$ cat src/rtl/fir_pkg.sv
// Shared definitions for the FIR sequencer: datapath opcodes, register-file
// indices and the sequencer state encoding.
package fir_pkg;

    localparam logic [2:0] OP_NOP   = 3'd0;
    localparam logic [2:0] OP_COPY  = 3'd1;
    localparam logic [2:0] OP_LOAD1 = 3'd2;
    localparam logic [2:0] OP_LOAD2 = 3'd3;
    localparam logic [2:0] OP_ADD   = 3'd4;
    localparam logic [2:0] OP_SUB   = 3'd5;
    localparam logic [2:0] OP_MUL   = 3'd6;

    // R0 output, R1-R4 delay line (R1 newest), R5-R8 coefficients, R9 product, R10 accumulator
    localparam logic [3:0] R0  = 4'd0;
    localparam logic [3:0] R1  = 4'd1;
    localparam logic [3:0] R2  = 4'd2;
    localparam logic [3:0] R3  = 4'd3;
    localparam logic [3:0] R4  = 4'd4;
    localparam logic [3:0] R5  = 4'd5;
    localparam logic [3:0] R6  = 4'd6;
    localparam logic [3:0] R7  = 4'd7;
    localparam logic [3:0] R8  = 4'd8;
    localparam logic [3:0] R9  = 4'd9;
    localparam logic [3:0] R10 = 4'd10;

    typedef enum logic [3:0] {
        S_IDLE, S_LDCOEF, S_WAITC, S_SH3, S_SH2, S_SH1, S_STORE, S_MUL0,
        S_MUL1, S_ADD1, S_MUL2, S_ADD2, S_MUL3, S_ADD3, S_OUT, S_EIDLE
    } state_t;

    function automatic logic [3:0] coef_reg(input logic [1:0] k);
        return R5 + {2'b00, k};
    endfunction

endpackage

$ cat src/rtl/fir_sequencer.sv
// Control sequencer for a 4-tap FIR on a shared register-file datapath: loads
// coefficients, shifts the delay line and issues the multiply-accumulate steps.
module fir_sequencer
    import fir_pkg::*;
(
    input  logic       clk,
    input  logic       n_reset,
    input  logic       dr,
    input  logic       lc,
    input  logic       overflow,
    output logic [2:0] op,
    output logic [3:0] src1,
    output logic [3:0] src2,
    output logic [3:0] dest,
    output logic       modwait,
    output logic       cnt_up,
    output logic       err
);

    state_t     state, state_d;
    logic [1:0] k, k_d;
    logic       load_ok_d;

    logic [2:0] op_d;
    logic [3:0] src1_d, src2_d, dest_d;
    logic       modwait_d, cnt_up_d, err_d;

    always_comb begin : next_state
        state_d   = state;
        k_d       = k;
        load_ok_d = 1'b0;
        case (state)
            S_IDLE: begin
                if (lc)      state_d = S_LDCOEF;
                else if (dr) state_d = S_SH3;
            end
            S_LDCOEF: begin
                state_d = S_WAITC;
                k_d     = k + 2'd1;
            end
            S_WAITC: begin
                if (k == 2'd0) state_d = S_IDLE;
                else if (lc)   state_d = S_LDCOEF;
            end
            S_SH3: state_d = S_SH2;
            S_SH2: state_d = S_SH1;
            // Outputs are registered, so the store decision is taken while entering STORE
            S_SH1: begin
                state_d   = S_STORE;
                load_ok_d = dr;
            end
            S_STORE: state_d = cnt_up ? S_MUL0 : S_EIDLE;
            S_MUL0:  state_d = S_MUL1;
            S_MUL1:  state_d = S_ADD1;
            S_ADD1:  state_d = overflow ? S_EIDLE : S_MUL2;
            S_MUL2:  state_d = S_ADD2;
            S_ADD2:  state_d = overflow ? S_EIDLE : S_MUL3;
            S_MUL3:  state_d = S_ADD3;
            S_ADD3:  state_d = overflow ? S_EIDLE : S_OUT;
            S_OUT:   state_d = S_IDLE;
            S_EIDLE: begin
                if (lc) begin
                    state_d = S_LDCOEF;
                    k_d     = 2'd0;
                end else if (dr) begin
                    state_d = S_SH3;
                end
            end
            default: state_d = S_IDLE;
        endcase
    end

    always_comb begin : out_decode
        op_d      = OP_NOP;
        src1_d    = R0;
        src2_d    = R0;
        dest_d    = R0;
        modwait_d = 1'b1;
        cnt_up_d  = 1'b0;
        err_d     = 1'b0;
        case (state_d)
            S_LDCOEF: begin op_d = OP_LOAD2; dest_d = coef_reg(k_d); end
            S_SH3:    begin op_d = OP_COPY; src1_d = R3; dest_d = R4; end
            S_SH2:    begin op_d = OP_COPY; src1_d = R2; dest_d = R3; end
            S_SH1:    begin op_d = OP_COPY; src1_d = R1; dest_d = R2; end
            S_STORE: begin
                if (load_ok_d) begin
                    op_d     = OP_LOAD1;
                    dest_d   = R1;
                    cnt_up_d = 1'b1;
                end
            end
            S_MUL0: begin op_d = OP_MUL; src1_d = R1;  src2_d = R5; dest_d = R10; end
            S_MUL1: begin op_d = OP_MUL; src1_d = R2;  src2_d = R6; dest_d = R9;  end
            S_MUL2: begin op_d = OP_MUL; src1_d = R3;  src2_d = R7; dest_d = R9;  end
            S_MUL3: begin op_d = OP_MUL; src1_d = R4;  src2_d = R8; dest_d = R9;  end
            S_ADD1, S_ADD2, S_ADD3: begin
                op_d = OP_ADD; src1_d = R10; src2_d = R9; dest_d = R10;
            end
            S_OUT:   begin op_d = OP_COPY; src1_d = R10; dest_d = R0; end
            S_EIDLE: begin modwait_d = 1'b0; err_d = 1'b1; end
            default: modwait_d = 1'b0;
        endcase
    end

    always_ff @(posedge clk or negedge n_reset) begin
        if (!n_reset) begin
            state   <= S_IDLE;
            k       <= 2'd0;
            op      <= OP_NOP;
            src1    <= R0;
            src2    <= R0;
            dest    <= R0;
            modwait <= 1'b0;
            cnt_up  <= 1'b0;
            err     <= 1'b0;
        end else begin
            state   <= state_d;
            k       <= k_d;
            op      <= op_d;
            src1    <= src1_d;
            src2    <= src2_d;
            dest    <= dest_d;
            modwait <= modwait_d;
            cnt_up  <= cnt_up_d;
            err     <= err_d;
        end
    end

endmodule

$ cat config.mk
export PLATFORM = sky130hd
export DESIGN_NAME = fir_sequencer
export DESIGN_NICKNAME = d
export VERILOG_FILES = /design/src/rtl/fir_pkg.sv /design/src/rtl/fir_sequencer.sv
export SDC_FILE = /design/constraint.sdc
export NUM_CORES = 1
export LEC_CHECK = 0
export CORE_MARGIN = 1
export CORE_UTILIZATION = 45
export CTS_CLUSTER_SIZE = 30
export DETAILED_ROUTE_END_ITERATION = 8
export GPL_TIMING_DRIVEN = 1
export PLACE_DENSITY = 0.76
export SLEW_MARGIN = 30
export SYNTH_ARGS = -nofsm -noshare
export SYNTH_HDL_FRONTEND = slang
export SYNTH_SLANG_ARGS = --single-unit
$ cat constraint.sdc
create_clock -name clk -period 2.2 [get_ports clk]
set_clock_uncertainty 0.1 [all_clocks]
set_input_delay 0.22 -clock clk [delete_from_list [all_inputs] [get_ports clk]]
set_output_delay 0.22 -clock clk [all_outputs]
set_load 0.03 [all_outputs]
==> results of run 1 <==
==> logic make-up (layout without fill, tap and decap cells) <==
group	after synthesis	in the layout	synth area share (%)
mux	5	5	3.894
simple gates	50	50	17.66
buf+inv	17	71	7.311
flops	24	24	45.58
fa+ha+maj	2	2	1.899
compound gates	41	41	23.65
==> sequential cells by signal, indices dropped and copies added (netlist names) <==
register  flops
modwait       1
src2          4
state         4
op            3
cnt_up        1
err           1
k             2
src1          4
dest          4
==> cell type report <==
type	count	area share [%]
Tap cell	31	2.004
Clock buffer	4	1.875
Timing Repair Buffer	59	26.31
Multi-Input combinational cell	98	36.85
Sequential cell	24	31.29
Inverter	8	1.681
==> per-stage QoR <==
stage | setup WS [ns] | cell area [µm²] | util, % | setup TNS (ns) | cells
finish | 0.02885 | 1936 | 70.19 | 0 | 224
global route | -0.01589 | 1936 | 70.19 | -0.05703 | 224
CTS | 0.03302 | 1750 | 63.48 | 0 | 214
detailed placement | -0.1275 | 1714 | 62.16 | -1.233 | 210
global placement | -0.08193 | 1714 | 62.16 | -0.4988 | 210
floorplan | 0.2548 | 1318 | - | 0 | 139
==> repair_timing <==
action                                  CTS  global route
pin swaps                                 1             7
endpoints found under the setup margin    1            13
resized for setup                         0            25
setup buffers                             0            10
==> final timing paths <==
path                       startpoint        to  slack (ns)
setup reg to reg             state[3]   dest[1]        0.03
max in group asynchronous     n_reset  state[0]        1.61
min in group clk                 k[1]      k[1]        0.55
hold / removal                n_reset   src2[2]        0.14
hold reg to reg                  k[1]      k[1]        0.55
setup / recovery             state[3]   dest[1]        0.03
==> cell usage in the layout (no fill, tap or decap), drive strengths merged <==
master and count:
nand3 1, nand4 2, o21bai 1, a21oi 6
a222oi 1, or2 1, nor2 10, ha 2
mux2 1, mux2i 4, nor3 9, buf 37
clkbuf 4, and2 1, a311oi 2, a2111oi 1
a211oi 3, a211o 2, nand2 18, o31ai 2
nor2b 3, a31oi 2, o21ai 12, or3 2
dfrtp 24, o32ai 1, o211ai 2, a21o 2
o22ai 1, o211a 1, a32oi 1, clkdlybuf4s50 22
o2bb2ai 1, inv 8, nand2b 3
==> layer usage <==
metal | part of all wire, % | vias to the layer above | GRT usage (%)
li1 | - | 613 | -
met4 | 1.4 | 0 | 5.923
met5 | 0 | - | 0
met2 | 52 | 35 | 36.22
met3 | 4.9 | 6 | 5.814
met1 | 42 | 639 | 30.27
==> results.sh, run 1 <==
export IMPL_die_w_um=56.11
export IMPL_timing_critical_path_slowest_stage_cell="dfrtp_2"
export IMPL_setup_crit_end_kind="flop"
export IMPL_layout_area_seq_um2=605.6
export IMPL_synthDistinctLibCells=41
export IMPL_yosys_area_top_type="dfrtp_1"
export IMPL_finalMaxSlewViolations=0
export IMPL_status="finished, final reports clean"
export IMPL_grt_max_degree=25
export IMPL_post_synth_top_count_cell="dfrtp_1"
export IMPL_totalWireLength_um=3548
export IMPL_number_of_global_route_vias_before_repair=1200
export IMPL_grt_antenna_before_repair=0
export IMPL_ys_seq_elements=24
export IMPL_seq_area_frac_synth_pct=45.58
export IMPL_netlist_area_leader_share_pct=45.58
export IMPL_clock_insertion_delay_worst_skew_ns=0.31
export IMPL_synth_common_cells="dfrtp_1, nand2_1, nor2_1"
export IMPL_multiInputGateArea_um2=713.2
export IMPL_die_height_um=56.11
export IMPL_htree_levels=1
export IMPL_layout_net_count=201
export IMPL_fp_row_count=19
export IMPL_worst_ep_arrival_time_ns=2.26
export IMPL_layout_drive_gt1_share_pct=35.23
export IMPL_hpwl_um=2422
export IMPL_startpoint_type="flop"
export IMPL_maxCapViolations=0
export IMPL_clkSlewWorstSetupHoldPaths_ns=0.12
export IMPL_route_detailed_vias_per_inst=5.772
export IMPL_asyncSetResetFlopFracSynth_pct=100.0
export IMPL_grt_overflow_total=0
export IMPL_areaGrowthSynthToFinish_pct=46.91
export IMPL_number_of_cells_on_the_critical_path=8
export IMPL_total_via_count_in_the_routed_design=1293
export IMPL_worstPathCellList="or2_4 > buf_4 > o22ai_2 > a21oi_1 > a21o_1 > ha_1 > a31oi_4 > o211ai_1"
export IMPL_wl_per_cell_um=15.84
export IMPL_portBuffers=22
export IMPL_holdCritPathClass="in2async"
export IMPL_grt_first_pass_wirelength_um=5582
export IMPL_final_period_minus_worst_setup_slack_ns=2.171
export IMPL_syn_nets=146
export IMPL_clock_tree_root_cell="clkbuf_4"
export IMPL_syn_warnings=0
export IMPL_route_detailed_drc=0
export IMPL_finalSetupViolations=0
export IMPL_initial_core_util_pct=47.78
export IMPL_path_class="reg2reg"
export IMPL_dieArea_um2=3148
export IMPL_clock_path_buffers=2
export IMPL_reg2reg_depth=8
export IMPL_cpLargestDelayFamily="compound AO/OA/AOI/OAI gates"
export IMPL_fillers=194
export IMPL_hold_slack_ns=0.1419
export IMPL_syn_area_um2=1318
export IMPL_relSlewSlack_pct=66.23
export IMPL_gp_routability_congestion=0.9366
export IMPL_syn_area_per_cell_um2=9.479
export IMPL_design_portCount=23
export IMPL_final_hold_viol_count=0
export IMPL_synth_area_top_cells="dfrtp_1, nand2_1, nor3_1"
export IMPL_numClockSinks=24
export IMPL_crit_fanout=6
export IMPL_post_synth_inst_count=139
export IMPL_floorplan_core_area_um2=2758
export IMPL_tritoncts="yes"
export IMPL_worst_endpoint_required_ns=2.29
export IMPL_synth_edff_count=0
export IMPL_hold_buffers=0
export IMPL_synth_ff_type="dfrtp_1"
export IMPL_grt_total_usage_pct=22.52
export IMPL_maximum_clock_frequency_ghz=0.4606
export IMPL_drt_antenna_violating_nets=0
export IMPL_first_pass_iteration_count_of_the_detailed_router=4
export IMPL_tightestPinTransition_ns=0.5027
export IMPL_critPathMaxStageDelay_ns=0.48
export IMPL_numCtsBuffers=3
export IMPL_first_iter_violations=56
export IMPL_antenna_diode_count=0
export IMPL_unrepaired_setup_endpoints_after_global_routing="yes"
export IMPL_post_route_period_util_pct=98.69
export IMPL_critical_path_n_buffers_inverters=1
Power of run 1 is not shown: default switching activity piles up to over one toggle a cycle in this logic, so the estimate is an artifact.
==> inputs of run 2 (changes only) <==
--- a/config.mk
+++ b/config.mk
@@ -7,9 +7,8 @@
 export LEC_CHECK = 0
 export CORE_MARGIN = 1
 export CORE_UTILIZATION = 45
-export CTS_CLUSTER_SIZE = 30
 export DETAILED_ROUTE_END_ITERATION = 8
-export GPL_TIMING_DRIVEN = 1
+export GPL_TIMING_DRIVEN = 0
 export PLACE_DENSITY = 0.76
 export SLEW_MARGIN = 30
 export SYNTH_ARGS = -nofsm -noshare
==> run 2 against run 1 <==
Die area stayed put. Critical path depth stayed put. First-iteration DRC count shrank 30%. Core utilization fell by 2.5 points. Sequential cell count unchanged. Fmax decreased by 0.59%. Register-to-register slack about the same. Via count decreased by 3.2%. Critical endpoint is now dest[0]. Critical path type is now in2reg. Global-route usage shrank 2.2 points. Sequential share of layout area up 0.95 points. Non-clock buffer count decreased by 12. Final area decreased by 3.6%.
==> results.sh, run 2 (synthesized netlist as in run 1, its figures left out) <==
export IMPL_grt_overflow_total=0
export IMPL_grt_antenna_before_repair=0
export IMPL_maxCapViolations=0
export IMPL_route_detailed_vias_per_inst=5.929
export IMPL_wl_per_cell_um=15.98
export IMPL_drt_antenna_violating_nets=0
export IMPL_layout_net_count=189
export IMPL_maximum_clock_frequency_ghz=0.4578
export IMPL_design_portCount=23
export IMPL_clock_insertion_delay_worst_skew_ns=0.32
export IMPL_tightestPinTransition_ns=0.5633
export IMPL_numCtsBuffers=3
export IMPL_final_hold_viol_count=0
export IMPL_holdCritPathClass="in2async"
export IMPL_total_via_count_in_the_routed_design=1251
export IMPL_die_w_um=56.11
export IMPL_number_of_global_route_vias_before_repair=1016
export IMPL_setup_total_negative_slack_ns=0
export IMPL_finalSetupViolations=0
export IMPL_startpoint_type="primary input"
export IMPL_path_class="in2reg"
export IMPL_dieArea_um2=3148
export IMPL_grt_total_usage_pct=20.30
export IMPL_clock_tree_root_cell="clkbuf_4"
export IMPL_route_top_layer_used="met4"
export IMPL_grt_max_degree=25
export IMPL_detailroute_wirelength_met2_um=1656
export IMPL_initial_core_util_pct=47.78
export IMPL_route_detailed_drc=0
export IMPL_hpwl_um=2085
export IMPL_fp_row_count=19
export IMPL_finalMaxSlewViolations=0
export IMPL_met1Wirelength_um=1468
export IMPL_numClockSinks=24
export IMPL_timing_critical_path_slowest_stage_cell="clkdlybuf4s50_1"
export IMPL_crit_fanout=8
export IMPL_htree_levels=1
export IMPL_dpl_cell_area_um2=1572
export IMPL_floorplan_core_area_um2=2758
export IMPL_first_iter_violations=39
export IMPL_clkSlewWorstSetupHoldPaths_ns=0.12
export IMPL_worst_endpoint_required_ns=2.30
export IMPL_layout_drive_gt1_share_pct=29.44
export IMPL_first_pass_iteration_count_of_the_detailed_router=4
export IMPL_routed_wl_met3_um=213
export IMPL_critPathMaxStageDelay_ns=0.63
export IMPL_layout_utilization_pct=67.70
export IMPL_setup_crit_end_kind="flop"
export IMPL_final_period_minus_worst_setup_slack_ns=2.184
export IMPL_totalWireLength_um=3372
export IMPL_most_common_layout_cells="dfrtp_1, clkdlybuf4s50_1, nand2_1"
export IMPL_worst_ep_arrival_time_ns=2.29
export IMPL_portBuffers=22
export IMPL_worstPathCellList="clkdlybuf4s50_1 > and2_1 > o21ai_2 > a222oi_1 > a311oi_4 > buf_6 > a32oi_2 > o31ai_4"
export IMPL_grt_first_pass_wirelength_um=4947
export IMPL_post_route_period_util_pct=99.28
export IMPL_tritoncts="yes"
export IMPL_die_height_um=56.11
export IMPL_clock_path_buffers=2
export IMPL_areaGrowthSynthToFinish_pct=41.69
export IMPL_layout_commonest_cell="dfrtp_1"
export IMPL_unrepaired_setup_endpoints_after_global_routing="yes"
export IMPL_status="finished, final reports clean"
export IMPL_hold_slack_ns=0.2996
export IMPL_final_cell_area_um2=1867
export IMPL_relSlewSlack_pct=62.45
export IMPL_gp_routability_congestion=0.9019
export IMPL_fillers=217
export IMPL_antenna_diode_count=0
[run 2: cell count changes in the layout (fill, tap and decap cells not counted), moves of 2 or more]
cell / delta
a211oi_4: +2
dfrtp_2: -3
buf_6: +3
buf_4: -20
dfrtp_1: +3
buf_2: +3
[run 2: metrics by stage]
step,worst slack (ns),cells
final,0.01587,211
after global routing,-0.1328,211
after CTS,0.02113,196
after detailed placement,-0.3690,192
after global placement,-0.3241,192
after floorplan,0.2548,139
[run 2: layer usage]
metal  global-route usage [%]  vias up
met3                    5.116        6
met2                    28.74       47
met5                        0        -
met1                    30.12      612
li1                         -      586
met4                    6.969        0
[run 2: critical path: cells and delay by family]
family                 cells  cell delay [ns]
and+or+nand+nor            1             0.20
buffers and inverters      2             0.83
AOI/OAI and AO/OA          5             1.03
[run 2: worst paths after layout]
path	startpoint	to	slack, ns	depth (start not counted)
min in group clk	k[1]	k[1]	0.58	3
min	n_reset	op[2]	0.30	2
max	dr	dest[0]	0.02	8
max reg2reg	state[0]	dest[1]	0.02	8
min reg2reg	k[1]	k[1]	0.58	3
max in group asynchronous	n_reset	state[2]	1.32	2
[run 2: layout make-up]
class / instances / area, µm² / share of cell area (%)
clock buffers: 3 / 22.52 / 1.206
well taps: 31 / 38.79 / 2.078
repair buffers: 38 / 336.6 / 18.03
flip-flops and latches: 24 / 601.8 / 32.24
multi-input cells: 98 / 742.0 / 39.75
plain buffers: 9 / 91.34 / 4.893
inverters: 8 / 33.78 / 1.810
[run 2: timing repair]
| item | 4_1_cts | 5_1_grt |
|---|---|---|
| resized for setup | 2 | 32 |
| hold buffers | 1 | 0 |
| buffers inserted | 0 | 13 |
| cloned | 0 | 2 |
| endpoints found under the hold margin | 24 | 0 |
| endpoints found under the setup margin | 4 | 16 |
| pin swaps | 1 | 10 |
Power of run 2 is left out for the same reason.
==> inputs of run 3 (changes only) <==
--- a/config.mk
+++ b/config.mk
@@ -7,6 +7,7 @@
 export LEC_CHECK = 0
 export CORE_MARGIN = 1
 export CORE_UTILIZATION = 45
+export CTS_CLUSTER_SIZE = 28
 export DETAILED_ROUTE_END_ITERATION = 8
 export GPL_TIMING_DRIVEN = 0
 export PLACE_DENSITY = 0.76
==> results of run 3 <==
Same layout as run 2: the final DEF is identical, and so are final timing and power.
Power of run 3 is left out for the same reason.
